===== src/rtl/stk_pkg.sv =====
// Shared constants and FSM state type for the return-address stack controller.
package stk_pkg;
  localparam int DEPTH = 4;
  localparam int AW    = 12;
  localparam int SPW   = 2;

  // Count value meaning "all slots in use", sized to the depth counter.
  localparam logic [SPW:0] CNT_FULL = (SPW+1)'(DEPTH);

  typedef enum logic {
    IDLE,
    RWAIT
  } stk_state_t;
endpackage


===== src/rtl/stk_ctl_if.sv =====
// Decoder/storage-facing signal bundle of the return-address stack controller.
interface stk_ctl_if;
  import stk_pkg::*;

  logic             call;
  logic             ret;
  logic             flush;
  logic             err_clr;
  logic [AW-1:0]    pc;
  logic [AW-1:0]    stko;
  logic             push;
  logic [SPW-1:0]   sp;
  logic [AW-1:0]    pcx;
  logic             busy;
  logic             call_ack;
  logic             ret_valid;
  logic [AW-1:0]    ret_addr;
  logic [SPW:0]     depth;
  logic             full;
  logic             empty;
  logic             ovf;
  logic             udf;

  modport master (
    output call, ret, flush, err_clr, pc, stko,
    input  push, sp, pcx, busy, call_ack, ret_valid, ret_addr,
    input  depth, full, empty, ovf, udf
  );

  modport slave (
    input  call, ret, flush, err_clr, pc, stko,
    output push, sp, pcx, busy, call_ack, ret_valid, ret_addr,
    output depth, full, empty, ovf, udf
  );
endinterface


===== src/rtl/stk_ctl.sv =====
// Return-address stack controller: owns the depth counter, drives the storage
// write strobe/pointer and hands popped addresses back to the PC logic.
module stk_ctl
  import stk_pkg::*;
(
  input  logic     Clk,
  input  logic     Rst,
  stk_ctl_if.slave bus
);

  stk_state_t     r_state;
  logic [SPW:0]   r_cnt;
  logic           r_call_ack;
  logic           r_ret_valid;
  logic [AW-1:0]  r_ret_addr;
  logic           r_ovf;
  logic           r_udf;

  logic           w_idle;
  logic           w_full;
  logic           w_empty;
  logic           w_push;
  logic [SPW:0]   w_cnt_m1;
  logic           w_ovf_set;
  logic           w_udf_set;

  assign w_idle   = (r_state == IDLE);
  assign w_full   = (r_cnt == CNT_FULL);
  assign w_empty  = (r_cnt == '0);
  assign w_cnt_m1 = r_cnt - 1'b1;

  // Flush and reset both suppress the write so no slot is touched while clearing.
  assign w_push    = w_idle && bus.call && !w_full && !bus.flush && !Rst;
  assign w_ovf_set = w_idle && bus.call && w_full && !bus.flush;
  assign w_udf_set = w_idle && !bus.call && bus.ret && w_empty && !bus.flush;

  assign bus.push      = w_push;
  assign bus.sp        = w_push ? r_cnt[SPW-1:0] : w_cnt_m1[SPW-1:0];
  assign bus.pcx       = bus.pc + 1'b1;
  assign bus.busy      = (r_state == RWAIT);
  assign bus.call_ack  = r_call_ack;
  assign bus.ret_valid = r_ret_valid;
  assign bus.ret_addr  = r_ret_addr;
  assign bus.depth     = r_cnt;
  assign bus.full      = w_full;
  assign bus.empty     = w_empty;
  assign bus.ovf       = r_ovf;
  assign bus.udf       = r_udf;

  always_ff @(posedge Clk) begin
    if (Rst) begin
      r_state     <= IDLE;
      r_cnt       <= '0;
      r_call_ack  <= 1'b0;
      r_ret_valid <= 1'b0;
      r_ret_addr  <= '0;
      r_ovf       <= 1'b0;
      r_udf       <= 1'b0;
    end else begin
      r_call_ack  <= 1'b0;
      r_ret_valid <= 1'b0;
      // A flag being set in this cycle takes priority over err_clr.
      r_ovf <= w_ovf_set | (r_ovf & ~bus.err_clr);
      r_udf <= w_udf_set | (r_udf & ~bus.err_clr);

      if (bus.flush) begin
        r_cnt   <= '0;
        r_state <= IDLE;
      end else begin
        case (r_state)
          IDLE: begin
            if (bus.call) begin
              if (!w_full) begin
                r_cnt <= r_cnt + 1'b1;
              end
              r_call_ack <= 1'b1;
            end else if (bus.ret) begin
              if (!w_empty) begin
                r_state <= RWAIT;
              end else begin
                r_ret_valid <= 1'b1;
                r_ret_addr  <= '0;
              end
            end
          end
          RWAIT: begin
            r_ret_addr  <= bus.stko;
            r_cnt       <= w_cnt_m1;
            r_ret_valid <= 1'b1;
            r_state     <= IDLE;
          end
          default: r_state <= IDLE;
        endcase
      end
    end
  end

endmodule


===== src/flat_wrapper.sv =====
// flat-port wrapper written by rule: the top's interface ports become plain ports
module stk_ctl_flat import stk_pkg::*;
  (Clk, Rst, bus_call, bus_ret, bus_flush, bus_err_clr, bus_pc, bus_stko, bus_push, bus_sp, bus_pcx, bus_busy, bus_call_ack, bus_ret_valid, bus_ret_addr, bus_depth, bus_full, bus_empty, bus_ovf, bus_udf);
  stk_ctl_if bus_i ();
  input  logic Clk;
  input  logic Rst;
  input wire logic [$bits(bus_i.call)-1:0] bus_call;
  input wire logic [$bits(bus_i.ret)-1:0] bus_ret;
  input wire logic [$bits(bus_i.flush)-1:0] bus_flush;
  input wire logic [$bits(bus_i.err_clr)-1:0] bus_err_clr;
  input wire logic [$bits(bus_i.pc)-1:0] bus_pc;
  input wire logic [$bits(bus_i.stko)-1:0] bus_stko;
  output wire logic [$bits(bus_i.push)-1:0] bus_push;
  output wire logic [$bits(bus_i.sp)-1:0] bus_sp;
  output wire logic [$bits(bus_i.pcx)-1:0] bus_pcx;
  output wire logic [$bits(bus_i.busy)-1:0] bus_busy;
  output wire logic [$bits(bus_i.call_ack)-1:0] bus_call_ack;
  output wire logic [$bits(bus_i.ret_valid)-1:0] bus_ret_valid;
  output wire logic [$bits(bus_i.ret_addr)-1:0] bus_ret_addr;
  output wire logic [$bits(bus_i.depth)-1:0] bus_depth;
  output wire logic [$bits(bus_i.full)-1:0] bus_full;
  output wire logic [$bits(bus_i.empty)-1:0] bus_empty;
  output wire logic [$bits(bus_i.ovf)-1:0] bus_ovf;
  output wire logic [$bits(bus_i.udf)-1:0] bus_udf;
  assign bus_i.call = bus_call;
  assign bus_i.ret = bus_ret;
  assign bus_i.flush = bus_flush;
  assign bus_i.err_clr = bus_err_clr;
  assign bus_i.pc = bus_pc;
  assign bus_i.stko = bus_stko;
  assign bus_push = bus_i.push;
  assign bus_sp = bus_i.sp;
  assign bus_pcx = bus_i.pcx;
  assign bus_busy = bus_i.busy;
  assign bus_call_ack = bus_i.call_ack;
  assign bus_ret_valid = bus_i.ret_valid;
  assign bus_ret_addr = bus_i.ret_addr;
  assign bus_depth = bus_i.depth;
  assign bus_full = bus_i.full;
  assign bus_empty = bus_i.empty;
  assign bus_ovf = bus_i.ovf;
  assign bus_udf = bus_i.udf;
  stk_ctl u_core (.Clk(Clk), .Rst(Rst), .bus(bus_i));
endmodule

===== config.mk =====
export PLATFORM = sky130hd
export DESIGN_NAME = stk_ctl_flat
export DESIGN_NICKNAME = d
export VERILOG_FILES = /design/src/rtl/stk_pkg.sv /design/src/rtl/stk_ctl_if.sv /design/src/rtl/stk_ctl.sv /design/src/flat_wrapper.sv
export SDC_FILE = /design/constraint.sdc
export NUM_CORES = 1
export LEC_CHECK = 0
export CAP_MARGIN = 40
export CORE_UTILIZATION = 38
export DETAILED_ROUTE_END_ITERATION = 8
export GPL_TIMING_DRIVEN = 0
export HOLD_SLACK_MARGIN = 0.1
export MAX_ROUTING_LAYER = met4
export PLACE_DENSITY = 0.8
export SLEW_MARGIN = 40
export SYNTH_ARGS = -nofsm -noshare
export SYNTH_HDL_FRONTEND = slang
export SYNTH_SLANG_ARGS = --single-unit

===== constraint.sdc =====
create_clock -name Clk -period 2 [get_ports Clk]
set_clock_uncertainty 0.05 [all_clocks]
set_input_delay 0.6 -clock Clk [delete_from_list [all_inputs] [get_ports Clk]]
set_output_delay 0.6 -clock Clk [all_outputs]
set_load 0.05 [all_outputs]

==> flow_summary.ini, run 1 <==
[sta]
tightest_slew_ns = 0.726
finalHoldViolCount = 0
finalCriticalPeriod_ns = 2.30
max_slew_margin_pct = 51.6
tns_ns = -2.09
fin_crit_sh_pct = 115
fmax_mhz = 435
setup_viol = 10
slew_violations = 0
setup_ws_ns = -0.300
rsz0062_at_grt = yes

[min_path]
hold_path_class = primary input to flop
min-delay-start = Rst
hold_depth = 2
whs_endpoint = u_core.bus.ret_addr[2]$_SDFFE_PP0P_

[cts]
cts_buffers = 3
cts_tree = built
numClockSinks = 20
insertion_delay_ns = 0.30
cts_root_buf = clkbuf_4
htree_levels = 1
cts_max_path_buffers = 2
clk_pin_slew_worst_paths_ns = 0.11

[critical_path]
critPathMaxFanout = 6
crit_start = bus_pc[5]
r2r_cells = 6
crit_path_frequent_cell = buf_6
path_class = primary input to output port
r2r_start = u_core.bus.depth[1]$_SDFFE_PP0P_
r2r-end = u_core.bus.depth[1]$_SDFFE_PP0P_
critical_path_arrival_ns = 1.65
required_ns = 1.35
critical_path.endpoint_type = output port
start_kind = primary input
ff2ff_setup_slack_ns = 0.28
crit_chain = buf_8, and4_1, buf_6, nand4_1, xnor2_4, buf_6
slowest_stage = nand4_1
cpPeakStageDelay_ns = 0.23

[global_route]
grt_pass1_wl_mm = 6.34
grt_max_degree = 12
grt_pass1_vias = 1302
grt_use_total_pct = 25.7
antenna_found_initial = 0
grt_overflow = 0

[die]
row_count = 19
die_h_um = 57.4
ios = 67
start_util_pct = 41.2
die_width_um = 57.4
fp.coreArea_mm2 = 0.00283
die_area_mm2 = 0.00329

[route]
drt_pass1_iterations = 8
postRouteAntennaNets = 0
num_vias = 1314
avgRoutedWirePerCell_um = 17.3
wirelength_mm = 4.24
drtIter0Drc = 46
vias_per_cell = 5.36
drc_errors = 4

[synthesis]
avgSynthCellArea_um2 = 9.32
synth.distinct_cells = 34
synth_fp_nets = 159
synthTopCellsByArea = dfxtp_1 (34%), a211oi_2 (11%), a21oi_1 (10%)
syn-cell-area_mm2 = 0.00116
synth_seq_cells = 20
synth_edf_count = 0
synth_cells = 125
netlist.area_leader.share_pct = 34.4
ys_seq_area_share_pct = 34.4
synthFlopType = dfxtp_1
async_flop_share_pct = 0
yosys_warnings = 0
synth.largest_area_cell = dfxtp_1

[layout]
drive_above_1_share_pct = 48.6
num-fill-cells = 165
area.growth.synth_to_final_pct = 105
area.sequential_um2 = 410
nets = 249
final_area_mm2 = 0.00239
final-instance-count-excl-fill = 245
diodes = 0
multi_input_area_mm2 = 0.00100

[placement]
dp_cells = 220
placed_area_mm2 = 0.00215
place.gp.congestion = 0.756
io_buffer_count = 64
dpl.hpwl_mm = 2.65

[pwr]
p_per_area_mw_per_mm2 = 423
vdd_drop_max_mv = 0.364
total_power_mw = 1.01
p_leak_nw = 1.07

[status]
violations = design-rule violations, negative setup slack
status = finished with violations

[run]
maxCapViolCount = 0
## synthesized netlist by cell type (all sizes together) (2+ instances only)
library cell,n
mux2i,2
inv,4
nor2b,4
and4,2
a21oi,24
xnor2,10
dfxtp,20
a211oi,12
nor2,3
nand4,3
and3,2
or3,2
ha,4
clkbuf,2
nand3,4
buf,7
nand2,5
and2,3
## layout make-up
cell class / instances / area share (%)
buffer: 9 / 3.19
clock buffer: 3 / 0.942
clock inverter: 1 / 0.157
inverter: 4 / 0.942
multi-input combinational: 92 / 41.9
sequential: 20 / 17.2
tap: 31 / 1.62
timing repair buffer: 85 / 34.1
## power by group
group          leakage [nW]  total [mW]  switching [mW]  internal, mW
registers             0.164       0.405         0.00359         0.401
clock network        0.0154       0.194           0.121        0.0727
logic                 0.888       0.414           0.224         0.190
total                  1.07        1.01           0.349         0.664
## cell families after synthesis
family,Yosys count,synth area share [%]
DFF,20,34.4
adders and majority gates,4,4.30
buffers and inverters,13,6.44
xor gates and xnor gates,11,8.27
AOI/OAI and AO/OA,43,27.2
and+or+nand+nor,31,16.8
muxes,3,2.69
## critical path, delay by kind of cell
family	cells	cell delay, ns
XOR/XNOR	1	0.22
AND/OR/NAND/NOR	2	0.45
buffers and inverters	3	0.38
## metrics by stage
step                util (%)  setup WS, ns  hold WS, ns
floorplan                  -        -0.237        0.542
global placement        76.2         -1.51        0.399
detailed placement      76.2         -1.58        0.415
CTS                     81.5        -0.306        0.422
global route            84.5        -0.360        0.422
finish                  84.5        -0.300        0.434
## per-layer routing
metal  routed length [µm]  up-vias  GRT usage (%)  share of wire [%]
met5                    0        -              -                  0
met4                   25        0           4.18               0.59
met3                  140        2           4.08                3.3
met2                 2310       37           43.4                 55
met1                 1760      636           33.0                 42
li1                     -      639              -                  -
## repair_timing
item | in CTS | in global routing
gates cloned | 0 | 0
hold buffers | 0 | 0
pin swaps | 11 | 16
gates resized for setup | 200 | 14
setup endpoints to repair | 37 | 16
buffers inserted | 13 | 9
## sequential cells by signal (all words and copies together), names as in the netlist
| signal | flops |
|---|---|
| u_core.bus.depth | 3 |
| u_core.bus.udf | 1 |
| u_core.bus.ret_valid | 1 |
| u_core.bus.ovf | 1 |
| u_core.bus.ret_addr | 12 |
| u_core.bus.busy | 1 |
| u_core.bus.call_ack | 1 |
## worst max path at each step
stage | endpoint | cells after the start
after floorplan | bus_sp[1] | 4
after global placement | bus_pcx[8] | 6
after detailed placement | bus_pcx[8] | 6
after CTS | bus_pcx[11] | 6
after global routing | bus_pcx[11] | 6
final | bus_pcx[11] | 6
## placed cells by master, fill, tap and decap left out, types with 4 or more instances in the layout
master,instances
dlygate4sd2_1,19
buf_8,10
clkdlybuf4s50_1,15
nand3_4,4
clkbuf_4,4
dfxtp_1,16
buf_6,17
buf_2,5
a211oi_2,10
buf_4,20
xnor2_4,10
a21oi_1,24
Note: power is estimated with default switching activity, not from simulation.
==> inputs of run 2 (changes only) <==
--- a/config.mk
+++ b/config.mk
@@ -5,13 +5,15 @@
 export SDC_FILE = /design/constraint.sdc
 export NUM_CORES = 1
 export LEC_CHECK = 0
+export ABC_CLOCK_PERIOD_IN_PS = 2000
 export CAP_MARGIN = 40
-export CORE_UTILIZATION = 38
+export CORE_UTILIZATION = 55
 export DETAILED_ROUTE_END_ITERATION = 8
+export DONT_BUFFER_PORTS = 1
 export GPL_TIMING_DRIVEN = 0
 export HOLD_SLACK_MARGIN = 0.1
 export MAX_ROUTING_LAYER = met4
-export PLACE_DENSITY = 0.8
+export PLACE_DENSITY = 0.7
 export SLEW_MARGIN = 40
 export SYNTH_ARGS = -nofsm -noshare
 export SYNTH_HDL_FRONTEND = slang
==> flow_summary.ini, run 2 (same netlist as run 1, synthesis figures left out) <==
[status]
status = finished with violations
violations = negative setup slack

[sta]
rsz0062_at_grt = yes
slew_violations = 0
tightest_slew_ns = 0.654
finalHoldViolCount = 0
tns_ns = -2.92
fin_crit_sh_pct = 130
fmax_mhz = 385
setup_viol = 11
max_slew_margin_pct = 56.4
finalCriticalPeriod_ns = 2.60
setup_ws_ns = -0.597

[route]
postRouteAntennaNets = 0
drc_errors = 0
wirelength_mm = 3.66
vias_per_cell = 6.32
avgRoutedWirePerCell_um = 21.8
drtIter0Drc = 23
drt_pass1_iterations = 4
num_vias = 1062

[layout]
drive_above_1_share_pct = 46.8
most-common-layout-cells = a21oi_1 (24), dfxtp_1 (16), xnor2_4 (10), buf_4 (10), a211oi_2 (10)
layout_commonest_cell = a21oi_1
area.sequential_um2 = 413
multi_input_area_um2 = 1000
diodes = 0
num-fill-cells = 105
largest_reg_flops = 12
nets = 176
area.growth.synth_to_final_pct = 47.3
finalCoreUtilization_pct = 86.6

[cts]
cts_root_buf = clkbuf_4
cts_tree = built
numClockSinks = 20
cts_max_path_buffers = 2
cts_buffers = 3
insertion_delay_ns = 0.33
clk_pin_slew_worst_paths_ns = 0.13
cts_hold_buf = 0
htree_levels = 1

[die]
row_count = 16
die_h_um = 48.0
ios = 67
die_width_um = 48.0
fp.coreArea_mm2 = 0.00198
start_util_pct = 58.8
die_area_mm2 = 0.00231

[placement]
dpl.hpwl_mm = 2.37
place.gp.congestion = 0.731
io_buffer_count = 0
dp_slack_ns = -0.364

[critical_path]
crit_chain = inv_6, ha_4, and2_4, nand2b_4, buf_12, xnor2_4
critPathTopFamily = flip-flops
slowest_stage = dfxtp_4
crit_buf_inv = 2
path_class = flop to output port
critPathMaxFanout = 5
start_kind = flop
critical_path.endpoint_type = output port
required_ns = 1.35
critical_path_arrival_ns = 1.95
cpPeakStageDelay_ns = 0.50

[pwr]
p_leak_nw = 0.643
p_per_area_mw_per_mm2 = 590
vdd_drop_max_mv = 0.657

[global_route]
grt_pass1_wl_mm = 4.68
grt_max_degree = 13
antenna_found_initial = 0
grt_use_total_pct = 31.4
grt_pass1_vias = 1064
grt_overflow = 0

[min_path]
hold_path_class = primary input to flop

[run]
maxCapViolCount = 0
[run 2: stage by stage]
step | hold WS, ns | total power [mW] | cell area, µm² | std cells
2_1_floorplan | 0.542 | 0.637 | 1480 | 125
6_report | 0.397 | 1.01 | 1720 | 168
5_1_grt | 0.391 | 1.03 | 1720 | 168
4_1_cts | 0.406 | 0.998 | 1680 | 164
3_3_place_gp | 0.560 | 0.649 | 1510 | 152
3_5_place_dp | 0.574 | 0.657 | 1510 | 152
[run 2: power by group]
group          internal [mW]  total [mW]  switching [mW]
logic                 0.0943       0.253           0.159
clock network          0.203       0.338           0.135
registers              0.400       0.421          0.0213
[run 2: final timing paths]
path | startpoint | to | slack [ns] | cells after the start
setup / recovery | u_core.bus.depth[0]$_SDFFE_PP0P_ | bus_sp[0] | -0.60 | 6
hold / removal | bus_call | u_core.bus.call_ack$_SDFF_PP0_ | 0.40 | 1
setup reg to reg | u_core.bus.depth[0]$_SDFFE_PP0P_ | u_core.bus.ret_addr[5]$_SDFFE_PP0P_ | 0.10 | 7
hold reg to reg | u_core.bus.depth[2]$_SDFFE_PP0P_ | u_core.bus.depth[2]$_SDFFE_PP0P_ | 0.59 | 2
[run 2: layer usage]
| metal | share of wire (%) | vias up | GRT usage [%] | routed length (µm) |
|---|---|---|---|---|
| met5 | 0 | - | - | 0 |
| met1 | 35 | 519 | 28.7 | 1280 |
| met3 | 5.8 | 10 | 7.55 | 211 |
| met4 | 2.2 | 0 | 15.0 | 79 |
| met2 | 57 | 49 | 59.5 | 2080 |
| li1 | - | 484 | - | - |
[run 2: cell type report]
type                       instances  area share, %
multi-input combinational         92           58.3
sequential                        20           24.1
timing repair buffer              12           6.64
buffer                             9           4.45
tap                               27           1.97
clock inverter                     1           1.75
inverter                           4           1.53
clock buffer                       3           1.31
[run 2: worst reg2reg max path: stages (launching register included)]
cell and delay [ns]:
dfxtp_4 0.44, inv_6 0.08, ha_4 0.13, buf_4 0.12
nor2b_4 0.37, a21o_1 0.23, buf_4 0.23, a211oi_2 0.10
[run 2: repair_timing]
item	4_1_cts	5_1_grt
pin swaps	9	13
setup buffers	8	6
gates resized for setup	11	4
setup endpoints to repair	22	13
==> inputs of run 3 (changes only) <==
--- a/config.mk
+++ b/config.mk
@@ -14,6 +14,7 @@
 export HOLD_SLACK_MARGIN = 0.1
 export MAX_ROUTING_LAYER = met4
 export PLACE_DENSITY = 0.7
+export RECOVER_POWER = 100
 export SLEW_MARGIN = 40
 export SYNTH_ARGS = -nofsm -noshare
 export SYNTH_HDL_FRONTEND = slang
==> results of run 3 <==
No change in the layout: final DEF, timing and power equal those of run 2.
==> patch 1: new RTL, flow settings as in run 2 <==
Set the package constant `AW` to 13 (it was 12).
--- a/src/rtl/stk_pkg.sv
+++ b/src/rtl/stk_pkg.sv
@@ -1,7 +1,7 @@
 // Shared constants and FSM state type for the return-address stack controller.
 package stk_pkg;
   localparam int DEPTH = 4;
-  localparam int AW    = 12;
+  localparam int AW    = 13;
   localparam int SPW   = 2;
 
   // Count value meaning "all slots in use", sized to the depth counter.
Interface: changed (resized bus_pc, bus_pcx, bus_ret_addr and bus_stko); port bits go from 67 to 71. No check against the original RTL was run, so the function may have changed too.
==> patch 1 against run 2 <==
  * The flow still finishes with violations (negative setup slack)
  * Critical path depth decreased by 3
  * Design area increased by 6.6%
  * Count of clock-buffer cells in the layout up 1
  * Non-clock buffer count shrank 2
  * Largest cell class unchanged
  * Global-route usage is 5.3 points higher
  * Setup slack better by 0.0090 ns
  * Sequential cell count increased by 1
  * Area after synthesis grew 6.3%
  * Total power decreased by 8.5%
  * Routed wire length grew 21%
==> patch 1: results (changes against run 2) <==
Commonest cells in the netlist: a21oi_1 (26), dfxtp_1 (21), a211oi_2 (10), nand2_1 (7), xor2_1 (7)
First-pass GRT wire length: 6430 um (+37%)
HP Class: in -> reg
Yosys cell types: 37 (+8.8%)
Number of H-tree levels: 1 (unchanged)
Slew @ Worst Pin: 0.669 ns (+0.0148 ns)
DR iter-0 viols: 39 (+70%)
Pre-CTS setup slack: -0.376 ns (-0.0125 ns)
Static leakage power: 0.669 nW (+4.0%)
DR pass1 iterations: 4 (unchanged)
Worst Hold Depth: 1 (unchanged)
Clock transition at the registers of the reported paths: 0.13 ns (about the same)
Ys Warns: 0 (unchanged)
Drt wl/cell: 25.1 um (+15%)
GRT Total Usage: 36.7% (+5.3 points)
CP Max Fanout: 6 (+1)
Setup Viol. Count Final: 23 (+12)
End of the worst register-to-register path: u_core.bus.ret_addr[4]$_SDFFE_PP0P_
Switching Power: 0.000334 W (+6.2%)
R2r setup slk: -0.16 ns (-0.26 ns)
Outcome: finished, violations left
Hold Path End: u_core.bus.call_ack$_SDFF_PP0_
Pin count of the biggest net entering global routing: 12 (-1)
# diodes: 0 (unchanged)
Initial antenna violation count: 0 (unchanged)
Syn Nets: 171 (+7.5%)
Port buffer count: 0 (unchanged)
Failing checks: negative setup slack
Worst hold start: bus_call
Clock Latency Late Sink: 0.30 ns (-0.03 ns)
Post-synth top flop: dfxtp_1
Num CTS Buffers: 3 (unchanged)
Setup ws final: -0.588 ns (+0.00903 ns)
Layout cells sized above 1: 46.0% (-0.81 points)
Arr. time, crit path: 1.94 ns
R2r worst-path depth: 7 (unchanged)
Clock buffer depth: 2 (unchanged)
Nets: 187 (+6.3%)
VDD IR max: 0.000739 V (+12%)
Vias in the first global route: 1277 (+20%)
HPWL Detailed: 2570 um (+8.2%)
Worst r2r src: u_core.bus.depth[0]$_SDFFE_PP0P_
Max reg flops: 13 (+1)
Register area share after synthesis: 33.9% (-0.43 points)
Vias after detailed routing: 1207 (+14%)
Area contributors post-synth: dfxtp_1 (34%), a21oi_1 (11%), a211oi_2 (10%)
Async S/R FF share, synth: 0% (unchanged)
Routability Congestion: 0.727 (-0.57%)
Root Buffer: clkbuf_4
==> patch 1: layout make-up <==
cell class,count,area (um^2)
Buffer,8,67.6
Clock buffer,4,26.3
Fill cell,84,214
Inverter,6,33.8
Multi-Input combinational cell,100,1130
Sequential cell,21,430
Tap cell,27,33.8
Timing Repair Buffer,11,105
==> patch 1: kinds of logic after synthesis <==
family                     after synthesis  share of synthesized area (%)
AOI/OAI and AO/OA                       46                           27.0
adders and majority gates                4                           4.04
buffers and inverters                   14                           6.46
muxes                                    3                           2.53
and+or+nand+nor                         35                           17.6
DFF                                     21                           33.9
xor gates and xnor gates                12                           8.48
==> patch 1: layer usage <==
metal  part of all wire, %  global-route usage, %  vias up
met1                    34                   36.8      582
met2                    52                   64.6       85
li1                      -                      -      518
met3                   8.8                   10.8       22
met4                   5.2                   18.1        0
met5                     0                      -        -
==> patch 1: critical path, cell delays in order (launching register included) <==
cell and delay (ns):
dfxtp_2 0.59, and2_4 0.34, nand2b_4 0.22, mux2i_4 0.48
==> patch 1: timing repair <==
| action | in CTS | in global routing |
|---|---|---|
| setup buffers | 8 | 3 |
| pin swaps | 16 | 4 |
| hold buffers | 0 | 0 |
| gates resized for setup | 14 | 9 |
| endpoints found under the setup margin | 23 | 23 |
==> patch 1: stage by stage <==
stage	TNS (ns)	instance area, um^2	total power [W]	hold WS [ns]	instances
2_1_floorplan	-1.50	1560	0.000661	0.542	135
3_3_place_gp	-2.53	1590	0.000675	0.558	162
3_5_place_dp	-3.74	1590	0.000682	0.583	162
4_1_cts	-3.62	1750	0.000897	0.420	174
5_1_grt	-5.54	1830	0.000947	0.413	177
6_report	-4.78	1830	0.000927	0.415	177
==> patch 1: how the worst max path moves through the flow <==
stage,from,to,cells after the start
6_report,u_core.bus.depth[2]$_SDFFE_PP0P_,bus_sp[1],3
5_1_grt,u_core.bus.depth[2]$_SDFFE_PP0P_,bus_sp[1],3
4_1_cts,u_core.bus.depth[1]$_SDFFE_PP0P_,bus_sp[1],5
3_5_place_dp,bus_pc[0],bus_pcx[9],3
3_3_place_gp,Rst,bus_sp[1],4
2_1_floorplan,Rst,bus_sp[1],4
==> patch 1: power groups by stage <==
stage	Clock [W]	Combinational, W	Sequential [W]
finish	0.000208	0.000275	0.000444
global route	0.000218	0.000285	0.000444
CTS	0.000202	0.000252	0.000443
detailed placement	0	0.000230	0.000452
global placement	0	0.000223	0.000452
floorplan	0	0.000211	0.000451
==> patch 2: new RTL, settings of run 2 <==
Made on the original files. Make the reset (`Rst`) asynchronous in one clocked block.
--- a/src/rtl/stk_ctl.sv
+++ b/src/rtl/stk_ctl.sv
@@ -47,7 +47,7 @@
   assign bus.ovf       = r_ovf;
   assign bus.udf       = r_udf;
 
-  always_ff @(posedge Clk) begin
+  always_ff @(posedge Clk or posedge Rst) begin
     if (Rst) begin
       r_state     <= IDLE;
       r_cnt       <= '0;
Formal check against the unedited RTL: differs if Rst is asserted again (counterexample within 4 cycles, from zero or initial values and one cycle with Rst high); with Rst held inactive, the same outputs for 10 cycles.
==> patch 2 against run 2 <==
  * The run now fails in global routing
  * Area after synthesis decreased by 6.7%
==> patch 2: results (changes against run 2) <==
Yosys cell types: 29 (-15%)
Worst_ep kind: top-level output
Async S/R FF share, synth: 100% (+100 points)
HPWL Detailed: 1900 um (-20%)
Post-Place Cells: 124 (-18%)
Pin count of the biggest net entering global routing: 21
Stop err: [ERROR DPL-0033] detailed placement checks failed during check placement.
Register area share after synthesis: 46.0% (+12 points)
Number of H-tree levels: 1 (unchanged)
Root Buffer: clkbuf_4
Pre-CTS setup slack: -0.214 ns (+0.150 ns)
#FFs+latches synth: 20 (unchanged)
Commonest cells in the netlist: dfrtp_1 (20), a22o_1 (13), inv_1 (8), nand3_1 (8), xor2_1 (6)
Port buffer count: 0 (unchanged)
Routability Congestion: 0.727 (-0.52%)
Syn Nets: 133 (-16%)
Num CTS Buffers: 3 (unchanged)
Ys Warns: 0 (unchanged)
Post-CTS setup buffers: 7 (-1)
Worst EP post-GRT repair: bus_sp[1]
Exit stage: global routing
Clock buffer depth: 2 (unchanged)
Outcome: aborted with a tool error
Post_cts resized: 14 (+3)
Initial antenna violation count: 0
Synthesized area per cell: 11.0 um^2 (+18%)
Area contributors post-synth: dfrtp_1 (46%), a22o_1 (10%), xor2_1 (4.8%)
# rows: 15 (-1)
DP Area: 1440 um^2 (-4.5%)
## patch 2: cell types whose count changed after synthesis, sizes merged, moves of 12 or more
| cell | before | now |
|---|---|---|
| a211oi | 12 | 0 |
| a21oi | 24 | 3 |
| a22o | 1 | 13 |
| dfrtp | 0 | 20 |
| dfxtp | 20 | 0 |
## patch 2: cells by family after synthesis
logic type	Yosys count	share of synthesized area (%)
flip-flops	20	46.0
AO/OA/AOI/OAI	22	17.4
XOR/XNOR	11	8.86
buffers and inverters	11	4.72
multiplexers	3	2.99
adder cells (fa/ha/maj)	4	4.60
AND/OR/NAND/NOR	28	15.4
## patch 2: through the flow
| step | TNS (ns) | hold slack, ns |
|---|---|---|
| 3_3_place_gp | -1.04 | 0.587 |
| 2_1_floorplan | -0.746 | 0.514 |
| 4_1_cts | -2.74 | 0.253 |
| 3_5_place_dp | -1.25 | 0.585 |
